--- config.mk ---
export PLATFORM = sky130hd
export DESIGN_NAME = hamming_class_search
export DESIGN_NICKNAME = d
export VERILOG_FILES = /design/src/rtl/hamming_class_search.sv
export SDC_FILE = /design/constraint.sdc
export NUM_CORES = 1
export LEC_CHECK = 0
export ABC_AREA = 1
export CORE_MARGIN = 2
export CORE_UTILIZATION = 50
export CTS_CLUSTER_DIAMETER = 50
export CTS_CLUSTER_SIZE = 24
export DETAILED_ROUTE_END_ITERATION = 10
export GPL_ROUTABILITY_DRIVEN = 1
export PLACE_DENSITY = 0.71
export SYNTH_ARGS = -nofsm -noshare
export SYNTH_HDL_FRONTEND = slang
export SYNTH_SLANG_ARGS = --single-unit
--- constraint.sdc ---
create_clock -name clk -period 13 [get_ports clk]
set_clock_uncertainty 0.05 [all_clocks]
set_input_delay 3.25 -clock clk [delete_from_list [all_inputs] [get_ports clk]]
set_output_delay 3.25 -clock clk [all_outputs]
set_load 0.1 [all_outputs]
--- src/rtl/hamming_class_search.sv ---
// -----------------------------------------------------------------------------
// hamming_class_search
//
// Associative-search stage that sits after class_vec_gen. A query hypervector
// arrives as NUM_FRAMES frames, frame 0 first. The block then walks every
// (class, frame) address of class_vec_gen, adds up the Hamming distance between
// each stored class and the query, and reports the class with the smallest
// total distance. On a tie the lower class index wins.
//
// Ports:
//   clk, rst_n          single clock; synchronous active-low reset
//   q_data/q_valid/q_ready        query frame stream (ready/valid)
//   frame_id/frame_index          registered address to class_vec_gen
//   class_vec_in                  class frame for that address, same cycle
//   result_valid/result_ready     result handshake
//   result_class/result_dist      argmin class and its distance
//   busy                          high while searching or draining
// -----------------------------------------------------------------------------
module hamming_class_search #(
    parameter int FRAME_WIDTH     = 64,
    parameter int NUM_FRAMES      = 3,
    parameter int NUM_CLASSES     = 8,
    parameter int CLASS_ID_WIDTH  = 3,
    parameter int FRAME_IDX_WIDTH = 2,
    parameter int DIST_WIDTH      = 8
) (
    input  logic                       clk,
    input  logic                       rst_n,
    input  logic [FRAME_WIDTH-1:0]     q_data,
    input  logic                       q_valid,
    output logic                       q_ready,
    output logic [CLASS_ID_WIDTH-1:0]  frame_id,
    output logic [FRAME_IDX_WIDTH-1:0] frame_index,
    input  logic [FRAME_WIDTH-1:0]     class_vec_in,
    output logic                       result_valid,
    input  logic                       result_ready,
    output logic [CLASS_ID_WIDTH-1:0]  result_class,
    output logic [DIST_WIDTH-1:0]      result_dist,
    output logic                       busy
);

    typedef enum logic [1:0] {
        S_LOAD,
        S_SEARCH,
        S_DRAIN,
        S_DONE
    } state_t;

    localparam logic [FRAME_IDX_WIDTH-1:0] LAST_FRM = FRAME_IDX_WIDTH'(NUM_FRAMES - 1);
    localparam logic [CLASS_ID_WIDTH-1:0]  LAST_CLS = CLASS_ID_WIDTH'(NUM_CLASSES - 1);

    state_t                     state_q;
    logic [FRAME_WIDTH-1:0]     buffer_q [NUM_FRAMES];
    logic [FRAME_IDX_WIDTH-1:0] ld_cnt_q;
    logic [FRAME_IDX_WIDTH-1:0] frm_cnt_q;
    logic [CLASS_ID_WIDTH-1:0]  cls_cnt_q;
    logic                       q_ready_q;
    logic                       busy_q;
    logic                       result_valid_q;

    // Stage 1 -> stage 2 pipeline register and its tags.
    logic [DIST_WIDTH-1:0]      pc_q;
    logic                       pc_vld_q;
    logic                       pc_first_q;
    logic                       pc_last_q;
    logic [CLASS_ID_WIDTH-1:0]  pc_cls_q;

    // Stage 2 state.
    logic [DIST_WIDTH-1:0]      acc_q;
    logic [DIST_WIDTH-1:0]      best_dist_q;
    logic [CLASS_ID_WIDTH-1:0]  best_cls_q;

    logic [DIST_WIDTH-1:0]      pc_d;
    logic [DIST_WIDTH-1:0]      cand_d;

    function automatic logic [DIST_WIDTH-1:0] popcount(input logic [FRAME_WIDTH-1:0] v);
        logic [DIST_WIDTH-1:0] n;
        n = '0;
        for (int i = 0; i < FRAME_WIDTH; i++) begin
            n = n + DIST_WIDTH'(v[i]);
        end
        return n;
    endfunction

    // NOTE: every signal written here gets a value on every path, so no latch is inferred.
    always_comb begin
        pc_d   = popcount(class_vec_in ^ buffer_q[frm_cnt_q]);
        // The first-frame case bypasses acc_q, which still holds the previous class total.
        cand_d = (pc_first_q ? '0 : acc_q) + pc_q;
    end

    // NOTE: sequential state uses non-blocking assignments only, so every read sees the pre-edge value.
    always_ff @(posedge clk) begin
        if (!rst_n) begin
            state_q        <= S_LOAD;
            ld_cnt_q       <= '0;
            frm_cnt_q      <= '0;
            cls_cnt_q      <= '0;
            q_ready_q      <= 1'b1;
            busy_q         <= 1'b0;
            result_valid_q <= 1'b0;
            pc_q           <= '0;
            pc_vld_q       <= 1'b0;
            pc_first_q     <= 1'b0;
            pc_last_q      <= 1'b0;
            pc_cls_q       <= '0;
            acc_q          <= '0;
            best_dist_q    <= '0;
            best_cls_q     <= '0;
            // NOTE: the query buffer is only a few flops, and clearing it makes the reset state fully defined.
            for (int i = 0; i < NUM_FRAMES; i++) begin
                buffer_q[i] <= '0;
            end
        end else begin
            pc_vld_q <= 1'b0;

            case (state_q)
                S_LOAD: begin
                    if (q_valid && q_ready_q) begin
                        buffer_q[ld_cnt_q] <= q_data;
                        if (ld_cnt_q == LAST_FRM) begin
                            ld_cnt_q  <= '0;
                            frm_cnt_q <= '0;
                            cls_cnt_q <= '0;
                            q_ready_q <= 1'b0;
                            busy_q    <= 1'b1;
                            state_q   <= S_SEARCH;
                        end else begin
                            ld_cnt_q <= ld_cnt_q + 1'b1;
                        end
                    end
                end

                S_SEARCH: begin
                    pc_q       <= pc_d;
                    pc_vld_q   <= 1'b1;
                    pc_first_q <= (frm_cnt_q == '0);
                    pc_last_q  <= (frm_cnt_q == LAST_FRM);
                    pc_cls_q   <= cls_cnt_q;
                    if (frm_cnt_q == LAST_FRM) begin
                        if (cls_cnt_q == LAST_CLS) begin
                            // The address stays on the last pair through DRAIN.
                            state_q <= S_DRAIN;
                        end else begin
                            frm_cnt_q <= '0;
                            cls_cnt_q <= cls_cnt_q + 1'b1;
                        end
                    end else begin
                        frm_cnt_q <= frm_cnt_q + 1'b1;
                    end
                end

                S_DRAIN: begin
                    busy_q         <= 1'b0;
                    result_valid_q <= 1'b1;
                    state_q        <= S_DONE;
                end

                S_DONE: begin
                    if (result_ready) begin
                        result_valid_q <= 1'b0;
                        q_ready_q      <= 1'b1;
                        state_q        <= S_LOAD;
                    end
                end

                default: state_q <= S_LOAD;
            endcase

            // Stage 2: per-class accumulation and running minimum.
            if (pc_vld_q) begin
                acc_q <= pc_first_q ? pc_q : acc_q + pc_q;
                // Class 0 always seeds the minimum; strict less-than keeps the lower index on ties.
                if (pc_last_q && ((pc_cls_q == '0) || (cand_d < best_dist_q))) begin
                    best_dist_q <= cand_d;
                    best_cls_q  <= pc_cls_q;
                end
            end
        end
    end

    assign q_ready      = q_ready_q;
    assign busy         = busy_q;
    assign result_valid = result_valid_q;
    assign frame_id     = cls_cnt_q;
    assign frame_index  = frm_cnt_q;
    assign result_class = best_cls_q;
    assign result_dist  = best_dist_q;

endmodule

# ---- After elaboration in Yosys (flattened, before gate mapping)
# Memory sizes are Yosys's and may differ from the RTL's. A register that Yosys moved wholly into a read port is not among the register bits.
# Index checks and enable logic that the tools add are counted.
dict set report totals {
  regBits 45
  ram_bits 192
  output_inout_bits 19
  word_cells 157
  memories 1
}
# memory words word_bits rd rd_clocked_by_memory_dff wr line
set mem_list {}
lappend mem_list {buffer_q 3 64 1 1 3 53} ;# logic [FRAME_WIDTH-1:0] buffer_q [NUM_FRAMES];
dict set report op_classes {
  n_addsub 68
  magnitude_cmp 1
  eq_ne 13
  mux 39
  bitwise 1
  reduce_logical 19
}
# op count
set ops {}
lappend ops {{adder 8 x 1 -> 8 bit} 56}
lappend ops {{2-to-1 mux 64 bit} 1}
lappend ops {{OR reduction 64 bit} 1}
lappend ops {{bitwise XOR 64 bit} 1}
lappend ops {{2-to-1 mux 2 bit} 13}
lappend ops {{adder 8 bit} 2}
lappend ops {{2-to-1 mux 8 bit} 2}
lappend ops {{2-to-1 mux 1 bit} 13}
lappend ops {{2-to-1 mux 3 bit} 4}
lappend ops {{!= test 2 bit (second input constant)} 6}
lappend ops {{AND reduction 5 bit} 2}
lappend ops {{adder 7 x 1 -> 8 bit} 1}
lappend ops {{== test 2 bit (second input constant)} 4}
lappend ops {{< comparator 8 bit} 1}
lappend ops {{case mux 2 bit (4 select lines)} 1}
lappend ops {{AND reduction 4 bit} 2}
lappend ops {{nonzero test 2 bit} 4}
lappend ops {{adder 6 x 1 -> 7 bit} 1}
lappend ops {{adder 5 x 1 -> 6 bit} 1}
lappend ops {{case mux 1 bit (2 select lines)} 3}
lappend ops {{case mux 3 bit (2 select lines)} 1}
lappend ops {{AND reduction 2 bit} 3}
lappend ops {{adder 4 x 1 -> 5 bit} 1}
lappend ops {{adder 2 x 1 -> 2 bit (second input constant)} 2}
lappend ops {{other kinds (13)} 15}

# ---- Longest topological paths before layout
# Gate-level depths: netlist of the first run.
dict set report logic_depth {
  depth_word 64
  mapped_depth 28
}

# ---- Least setup slack after synthesis of the first run
# Ideal clock, no wire load.
dict set report synth_path {
  path_type {input -> register}
  startpoint {in rst_n}
  endpoint {mem buffer_q[3][0] (enable)}
  setup_ns 0.644
  arrival_time_ns 9.628
  setup_slack_ns 2.679
  cell_stages 3
  n_path_buf 1
  cell_sequence {inv_1 -> clkbuf_1 -> nor4_1}
}
# element line
set synth_rtl {}
lappend synth_rtl {{start: declaration} 28} ;# input logic rst_n,
lappend synth_rtl {{end: declaration} 53}

# ---- Worst setup path in the final report of the first run
dict set report layout_path {
  startpoint {in class_vec_in[45]}
  endpoint {reg pc_q[4]}
}
dict set report layout_via {
  elab_chain_cells 20
}
# element line
set layout_rtl {}
lappend layout_rtl {{start: declaration} 34} ;# input logic [FRAME_WIDTH-1:0] class_vec_in,
lappend layout_rtl {{bitwise XOR 64 bit} 87} ;# pc_d = popcount(class_vec_in ^ buffer_q[frm_cnt_q]);
lappend layout_rtl {{adder 8 x 1 -> 8 bit (19 in series)} 80} ;# n = n + DIST_WIDTH'(v[i]);
lappend layout_rtl {{end signal: assignment} 135} ;# pc_q <= pc_d;
lappend layout_rtl {{end: declaration} 62} ;# logic [DIST_WIDTH-1:0] pc_q;
# Every way passes these cells.
# A chain may end at the register's enable or synchronous reset.

==> run summary, run 1 <==
Most common cell after layout, fill and taps aside = nor2_1
Vias in the first global route = 11.1k
Post-synth top area share = 49.8%
WS Path Type = in -> reg
RSZ-0062 raised after global routing = no
# IOs = 151
Seq/Total Area, Yosys = 55.8%
Total CTS buffers = 28
Worst-path clk slew = 70 ps
Sum of buffers and inverters on the critical path = 7
Synth Instances = 1499
Final ANT Viol Nets = 0
Met1 GRT Util = 30.7%
Slew HR = 28.1%
Post-CTS Hold Buffers = 0
DIE HEIGHT = 180 um
Least-Margin Pin Slew = 1080 ps
Min Tclk post-route = 9190 ps
Drt wl/cell = 18.0 um
Crit path max-delay family = adder cells
Largest cells by area after synthesis = edfxtp_1 (50%), nor2_1 (8.8%), fa_1 (7.3%), dfxtp_1 (6.0%), inv_1 (4.4%)
Routed wire length = 36.7 mm
Min-Delay Endpoint = pc_cls_q[1]
Largest net degree at the start of global routing = 71
Final setup violation count = 0
Hpwl dp = 22.5 mm
Fillcell total = 2573
First-pass GRT wire length = 58.4 mm
Initial antenna violation count = 1
Post-DP Area = 0.0171 mm2
Most repeated library cell on the critical path = fa_1
CTS sink count = 302
Final worst-path cycle share = 70.7%
Hold Crit Start = pc_cls_q[1]
GRT overflow = 0
Die area = 0.0323 mm2
Worst reg2reg path depth = 26
Multi-input gate area = 0.00573 mm2
GPL Wtd Cong = 0.834
Gr busiest metal = met2
Syn avg cell area = 10.3 um2
CTS tree = done
Setup crit start kind = input pin
Outcome = finished clean
Slowest-stage cell, CP = fa_1
Hold Path Class = reg -> reg
Core Area = 0.0305 mm2
Hold_ws = 437 ps
Ys flop type = edfxtp_1
Hold path cells = 2
Sum of negative setup slack = 0 ps
Final Hold Fails = 0
Post-CTS Setup Inserts = 0
Crit-path max FO = 3
Cell variety after synth = 34
Crit path from = class_vec_in[45]
CP arrival = 9570 ps
Post-Syn Nets = 1730
Deepest clock path buffer count = 3
Pre-antenna DRT Iters = 6
Met2 Use GR = 38.9%
Number of synthesized flops with an enable pin = 256
Area occupied by registers = 0.00861 mm2
Cell Area, Synth = 0.0154 mm2
Number of vias per cell = 5.38
Number of DRC markers in iteration 0 = 1042
Register bit total from synthesis = 302
Vias = 10.9k
Worst EP required = 13380 ps
Area Growth Syn to Fin = 16.7%
Commonest non-fill, non-tap cells in the layout = nor2_1 (363), edfxtp_1 (256), inv_1 (179), clkdlybuf4s50_1 (150), o21ai_0 (130)
IO buf count = 150
Asr flop ratio synth = 0%
Later-pin clock latency in the skew report = 570 ps
Max Clock Freq = 109 MHz
Cells after DPL = 1982
Crit end category = flip-flop
Synth warn = 0
GR Util met3 = 3.50%
Largest stage delay on the critical path = 610 ps
Post-CTS resize count = 0
Finished Layout Cells = 2034
Max cap viols = 0
Register-to-register path setup slack = 4390 ps
Share of layout cells above drive strength 1 = 4.34%
H-tree levels = 1
Final Max Tran Viols = 0
Synth area leader = edfxtp_1
CP cell instances = clkdlybuf4s50_1 > xnor2_1 > fa_1 > inv_1 > fa_1 > inv_1 > fa_1 > fa_1 > inv_1 > fa_1 > fa_1 > inv_1 > fa_1 > fa_1 > inv_1 > ha_1 > fa_1 > nand3_1 > nand2_1 > xor2_1 > o21ai_0 > inv_1
RR Endpoint = pc_q[4]
Fin nets = 1847
DRC = 0
GRT Util Overall = 22.8%
Initial Util = 50.6%
Num rows = 64
Die Span X = 180 um
Final design area excluding fillers = 0.0180 mm2
Clk root buf = clkbuf_16
==> state kept, by name, indices dropped and copies added (netlist names), named ones only <==
name and cells:
buffer_q 256, pc_cls_q 3, result_class 3, busy 1
result_valid 1, frame_id 3, pc_vld_q 1, result_dist 8
pc_q 7, ld_cnt_q 2, q_ready 1, pc_last_q 1
frame_index 2, acc_q 8, state_q 2, pc_first_q 1
==> worst reg2reg max path, stage by stage, from the launching register on <==
cell      delay [ps]
dfxtp_4          850
clkinv_2         460
buf_4            440
buf_4            430
o21ai_0          280
o22ai_1          110
xnor2_1          150
fa_1             540
inv_1             70
fa_1             610
inv_1             90
fa_1             500
fa_1             520
inv_1             50
fa_1             480
fa_1             550
inv_1             50
fa_1             500
fa_1             550
inv_1             50
ha_1             230
fa_1             410
nand3_1          100
nand2_1           90
xor2_1           150
o21ai_0          150
inv_1             60
==> metrics by stage <==
step | util [%] | worst slack (ps)
after floorplan | - | 2680
after global placement | 56.1 | 3310
after detailed placement | 56.1 | 3270
after CTS | 59.0 | 3800
after global routing | 59.0 | 3570
final | 59.1 | 3810
==> cells in the mapped netlist, types with 5 or more instances <==
cell	number
clkbuf_1	36
o22ai_1	65
buf_6	13
fa_1	56
nor2_1	363
nand2_1	86
inv_1	180
xnor2_1	28
a21oi_1	45
nand4_1	5
dfxtp_1	46
o21ai_0	130
o21ai_1	19
buf_4	10
nand3_1	33
buf_2	12
edfxtp_1	256
xor2_1	43
ha_1	43
==> area by class of cell <==
cell class	instances	area share, %
antenna	1	0.0139
clock buffer	32	4.03
clock inverter	19	0.938
inverter	184	3.84
multi-input combinational	938	31.8
sequential	302	47.8
tap	396	2.75
timing repair buffer	162	8.83
==> routing by layer <==
layer	vias to the layer above	routed length [um]
met5	-	0
met1	5345	15800
met3	39	2270
met4	0	605
li1	5214	-
met2	342	18000
==> worst max-delay path by stage <==
stage,endpoint,depth (start not counted)
after detailed placement,pc_q[4],22
after CTS,pc_q[4],22
final,pc_q[4],22
after global placement,pc_q[4],22
after global routing,pc_q[4],22
after floorplan,buffer_q[3][0],3
==> kinds of logic (layout without fill, tap and decap cells) <==
family / Yosys count / after routing / share of synthesized area [%]
AND/OR/NAND/NOR: 495 / 495 / 12.6
flip-flops: 302 / 302 / 55.8
AO/OA/AOI/OAI: 273 / 273 / 9.58
buffers and inverters: 259 / 397 / 7.29
adder cells (fa/ha/maj): 99 / 99 / 10.7
XOR/XNOR: 71 / 71 / 4.03
other: 0 / 1 / 0
Power of run 1 is not shown: default switching activity piles up to over one toggle a cycle in this logic, so the estimate is an artifact.
==> run 2: changes to the inputs <==
- PLACE_DENSITY: 0.71 -> 0.74
- clock period: 13 -> 7.75 ns (I/O delays scaled with it)
==> run 2 against run 1 <==
Wire length up 1.3%. Worst hold slack better by 1.9 ps. Highest routed layer is now met5. Critical path depth down 1.
==> run summary, run 2 (synthesis results as in run 1) <==
Outcome = finished clean
Finished Layout Cells = 2053
Fin nets = 1866
Die Span X = 180 um
Vias in the first global route = 11.2k
Slowest-stage cell, CP = fa_1
Final setup violation count = 0
Final ANT Viol Nets = 0
Total CTS buffers = 27
Setup crit start kind = input pin
Largest stage delay on the critical path = 610 ps
Core Area = 0.0305 mm2
Initial antenna violation count = 2
DIE HEIGHT = 180 um
Clk root buf = clkbuf_16
Final Hold Fails = 0
Number of vias per cell = 5.38
Crit end category = flip-flop
Num rows = 64
Min-Delay Endpoint = result_class[1]
Worst EP required = 8150 ps
DRC = 0
Hold Path Class = reg -> reg
# IOs = 151
First-pass GRT wire length = 59.3 mm
Drt wl/cell = 18.1 um
Largest net degree at the start of global routing = 114
Register-to-register path setup slack = 670 ps
CTS sink count = 302
Deepest clock path buffer count = 3
Hold path cells = 2
Final design area excluding fillers = 0.0183 mm2
Initial Util = 50.6%
Min Tclk post-route = 7600 ps
Cells after DPL = 2002
Pre-antenna DRT Iters = 5
CTS tree = done
Worst reg2reg path depth = 24
Area Growth Syn to Fin = 18.7%
Number of DRC markers in iteration 0 = 853
Crit path max-delay family = adder cells
Max cap viols = 0
Hold_ws = 439 ps
Most common cell after layout, fill and taps aside = nor2_1
Post-CTS Setup Inserts = 0
Largest register FFs = 256
Worst-path clk slew = 70 ps
CP arrival = 8000 ps
RR Endpoint = pc_q[4]
Commonest non-fill, non-tap cells in the layout = nor2_1 (363), edfxtp_1 (256), inv_1 (178), clkdlybuf4s50_1 (148), o21ai_0 (128)
Most repeated library cell on the critical path = fa_1
Routed wire length = 37.1 mm
Top reg by flops = buffer_q
Die area = 0.0323 mm2
Final Max Tran Viols = 0
Later-pin clock latency in the skew report = 570 ps
Vias = 11.0k
Share of layout cells above drive strength 1 = 6.16%
CP cell instances = clkdlybuf4s50_1 > xor2_2 > fa_1 > fa_1 > fa_1 > inv_1 > fa_1 > fa_1 > inv_1 > fa_1 > inv_1 > fa_1 > fa_1 > inv_1 > ha_2 > fa_2 > nand3_1 > nand2_1 > xor2_1 > o21ai_0 > inv_1
Worst Setup Slack, final = 151 ps
Max Clock Freq = 132 MHz
Post-DP Area = 0.0174 mm2
Least-Margin Pin Slew = 1020 ps
H-tree levels = 1
Hold Crit Start = result_class[1]
Slew HR = 31.8%
Hpwl dp = 23.7 mm
IO buf count = 150
GPL Wtd Cong = 0.841
GRT Util Overall = 23.2%
RSZ-0062 raised after global routing = no
WS Path Type = in -> reg
Dpl ws = -597 ps
GRT overflow = 0
Sum of buffers and inverters on the critical path = 6
Final worst-path cycle share = 98.0%
Crit-path max FO = 2
run 2: worst min-delay path, cell delays in order (launching register included):
cell and delay [ps]:
dfxtp_1 330, a21oi_1 40, nor2_1 90
run 2: worst max path at each step:
stage / startpoint / to / depth (start not counted)
after floorplan: class_vec_in[45] / pc_q[4] / 21
final: class_vec_in[51] / pc_q[4] / 21
after CTS: class_vec_in[39] / pc_q[4] / 21
after global routing: class_vec_in[33] / pc_q[5] / 22
after global placement: class_vec_in[45] / pc_q[4] / 22
after detailed placement: class_vec_in[15] / pc_q[4] / 21
run 2: through the flow:
stage | TNS (ps) | utilization, %
floorplan | 0 | -
global placement | -2730 | 56.9
detailed placement | -2890 | 56.9
CTS | 0 | 60.0
global route | 0 | 60.0
finish | 0 | 60.0
run 2: metal layers:
| metal | wire length, um | vias up | GRT usage [%] |
|---|---|---|---|
| met1 | 16000 | 5371 | 31.8 |
| met5 | 10 | - | 0 |
| met3 | 2530 | 51 | 3.65 |
| met2 | 18000 | 363 | 39.1 |
| li1 | - | 5259 | - |
| met4 | 648 | 2 | 5.56 |
run 2: area by class of cell:
cell class,count,area (um2)
Sequential cell,302,8610
Antenna cell,1,2.50
Tap cell,396,495
Multi-Input combinational cell,938,5760
Inverter,184,692
Clock inverter,18,189
Fill cell,2480,12200
Timing Repair Buffer,182,1830
Clock buffer,32,737
run 2: what timing repair did:
item	CTS	global route
pin swaps	6	15
resized for setup	7	5
hold buffers	0	0
endpoints found under the setup margin	2	6
Power of run 2 is left out for the same reason.
==> run 3: changes to the inputs <==
- PLACE_DENSITY: 0.74 -> 0.71
- SLEW_MARGIN: default -> 20
- clock period: 7.75 -> 9.6 ns (I/O delays scaled with it)
==> run 3 against run 2 <==
First-iteration DRC count is 13% higher. Utilization fell by 0.15 points. Critical path depth rose by 1. Via count shrank 0.99%. Flip-flop and latch count stayed put. Cell count down 0.54%. Non-clock buffer count decreased by 19. Critical path type unchanged. Critical endpoint unchanged.
==> run summary, run 3 (synthesis results as in run 1) <==
Outcome = finished clean
Drt wl/cell = 18.2 um
CTS tree = done
Final Max Tran Viols = 0
Fillcell total = 2486
Clk root buf = clkbuf_16
Num rows = 64
Post-CTS Hold Buffers = 0
WS Path Type = in -> reg
Hold Path Class = reg -> reg
DIE HEIGHT = 180 um
Deepest clock path buffer count = 3
Sum of negative setup slack = 0 ps
Vias in the first global route = 11.1k
Hpwl dp = 22.7 mm
First-pass GRT wire length = 59.7 mm
Least-Margin Pin Slew = 1080 ps
Crit path from = class_vec_in[45]
Total CTS buffers = 31
Vias = 10.9k
Initial Util = 50.6%
Most common cell after layout, fill and taps aside = nor2_1
Setup crit start kind = input pin
CP endpoint = pc_q[4]
Min Tclk post-route = 8340 ps
Largest net degree at the start of global routing = 107
CTS sink count = 302
Die area = 0.0323 mm2
Worst reg2reg path depth = 25
Final worst-path cycle share = 86.9%
Crit end category = flip-flop
Largest register FFs = 256
Final Hold Fails = 0
Slew HR = 27.9%
Final setup violation count = 0
GPL Wtd Cong = 0.842
Die Span X = 180 um
Top reg by flops = buffer_q
Area occupied by registers = 0.00861 mm2
Number of DRC markers in iteration 0 = 962
Crit-path max FO = 3
Commonest non-fill, non-tap cells in the layout = nor2_1 (363), edfxtp_1 (256), inv_1 (179), clkdlybuf4s50_1 (150), o21ai_0 (130)
Pre-antenna DRT Iters = 6
DRC = 0
Worst EP required = 10000 ps
RR Endpoint = pc_q[4]
Routed wire length = 37.1 mm
GRT Util Overall = 23.2%
Fin nets = 1851
RSZ-0062 raised after global routing = no
H-tree levels = 1
Max cap viols = 0
Post-CTS Setup Inserts = 0
Core Area = 0.0305 mm2
Initial antenna violation count = 1
Number of vias per cell = 5.36
CP arrival = 8740 ps
Share of layout cells above drive strength 1 = 5.11%
Area Growth Syn to Fin = 18.4%
Final ANT Viol Nets = 0
Later-pin clock latency in the skew report = 580 ps
Register-to-register path setup slack = 1960 ps
Worst-path clk slew = 60 ps
Max Clock Freq = 120 MHz
Post-CTS resize count = 0
GRT overflow = 0
# IOs = 151
IO buf count = 150
Multi-input gate area = 0.00573 mm2
run 3: changes by cell type in the layout (fill, tap and decap cells not counted), sizes merged:
cell           delta
buf              -19
clkinvlp          -1
clkdlybuf4s50     +2
clkinv            +4
dlygate4sd2       -2
inv               +3
bufinv            +2
run 3: stage by stage:
stage / utilization [%] / cell area [um2] / setup slack (ps) / hold slack [ps] / std cells
5_1_grt: 59.9 / 18300 / 948 / 458 / 2042
4_1_cts: 59.9 / 18300 / 1240 / 443 / 2041
3_3_place_gp: 56.2 / 17100 / 741 / 417 / 1983
6_report: 59.9 / 18300 / 1260 / 434 / 2042
3_5_place_dp: 56.2 / 17100 / 699 / 421 / 1983
2_1_floorplan: - / 15400 / 129 / 404 / 1499
run 3: final cells by class:
type / count / area share (%)
diodes: 1 / 0.0137
clock buffers: 32 / 4.27
clock inverters: 26 / 1.92
inverters: 184 / 3.79
multi-input cells: 938 / 31.3
flip-flops and latches: 302 / 47.1
well taps: 396 / 2.71
repair buffers: 163 / 8.82
run 3: how the worst min path moves through the flow:
stage	slack, ps	end	start	cells after the start
detailed placement	420	result_class[2]	result_class[2]	2
CTS	440	pc_cls_q[1]	pc_cls_q[1]	2
floorplan	400	pc_cls_q[2]	pc_cls_q[2]	2
finish	430	result_class[0]	result_class[0]	2
global placement	420	result_class[0]	result_class[0]	2
global route	460	pc_cls_q[1]	pc_cls_q[1]	2
run 3: routing by layer:
| layer | track usage (%) | part of all wire, % | vias to the layer above |
|---|---|---|---|
| met5 | 0 | 0 | - |
| met4 | 5.14 | 1.8 | 0 |
| met3 | 3.42 | 6.5 | 53 |
| met2 | 39.1 | 49 | 341 |
| met1 | 32.1 | 43 | 5306 |
| li1 | - | - | 5237 |
run 3: worst max-delay path, stage by stage:
cell	delay (ps)
clkdlybuf4s50_1	420
xnor2_1	150
fa_1	540
inv_1	60
fa_1	630
inv_1	90
fa_1	500
fa_1	520
inv_1	50
fa_1	470
fa_1	550
inv_1	60
fa_1	510
fa_1	560
inv_1	50
ha_1	230
fa_1	410
nand3_1	100
nand2_1	80
xor2_1	140
o21ai_0	160
inv_1	60
Power of run 3 is left out for the same reason.
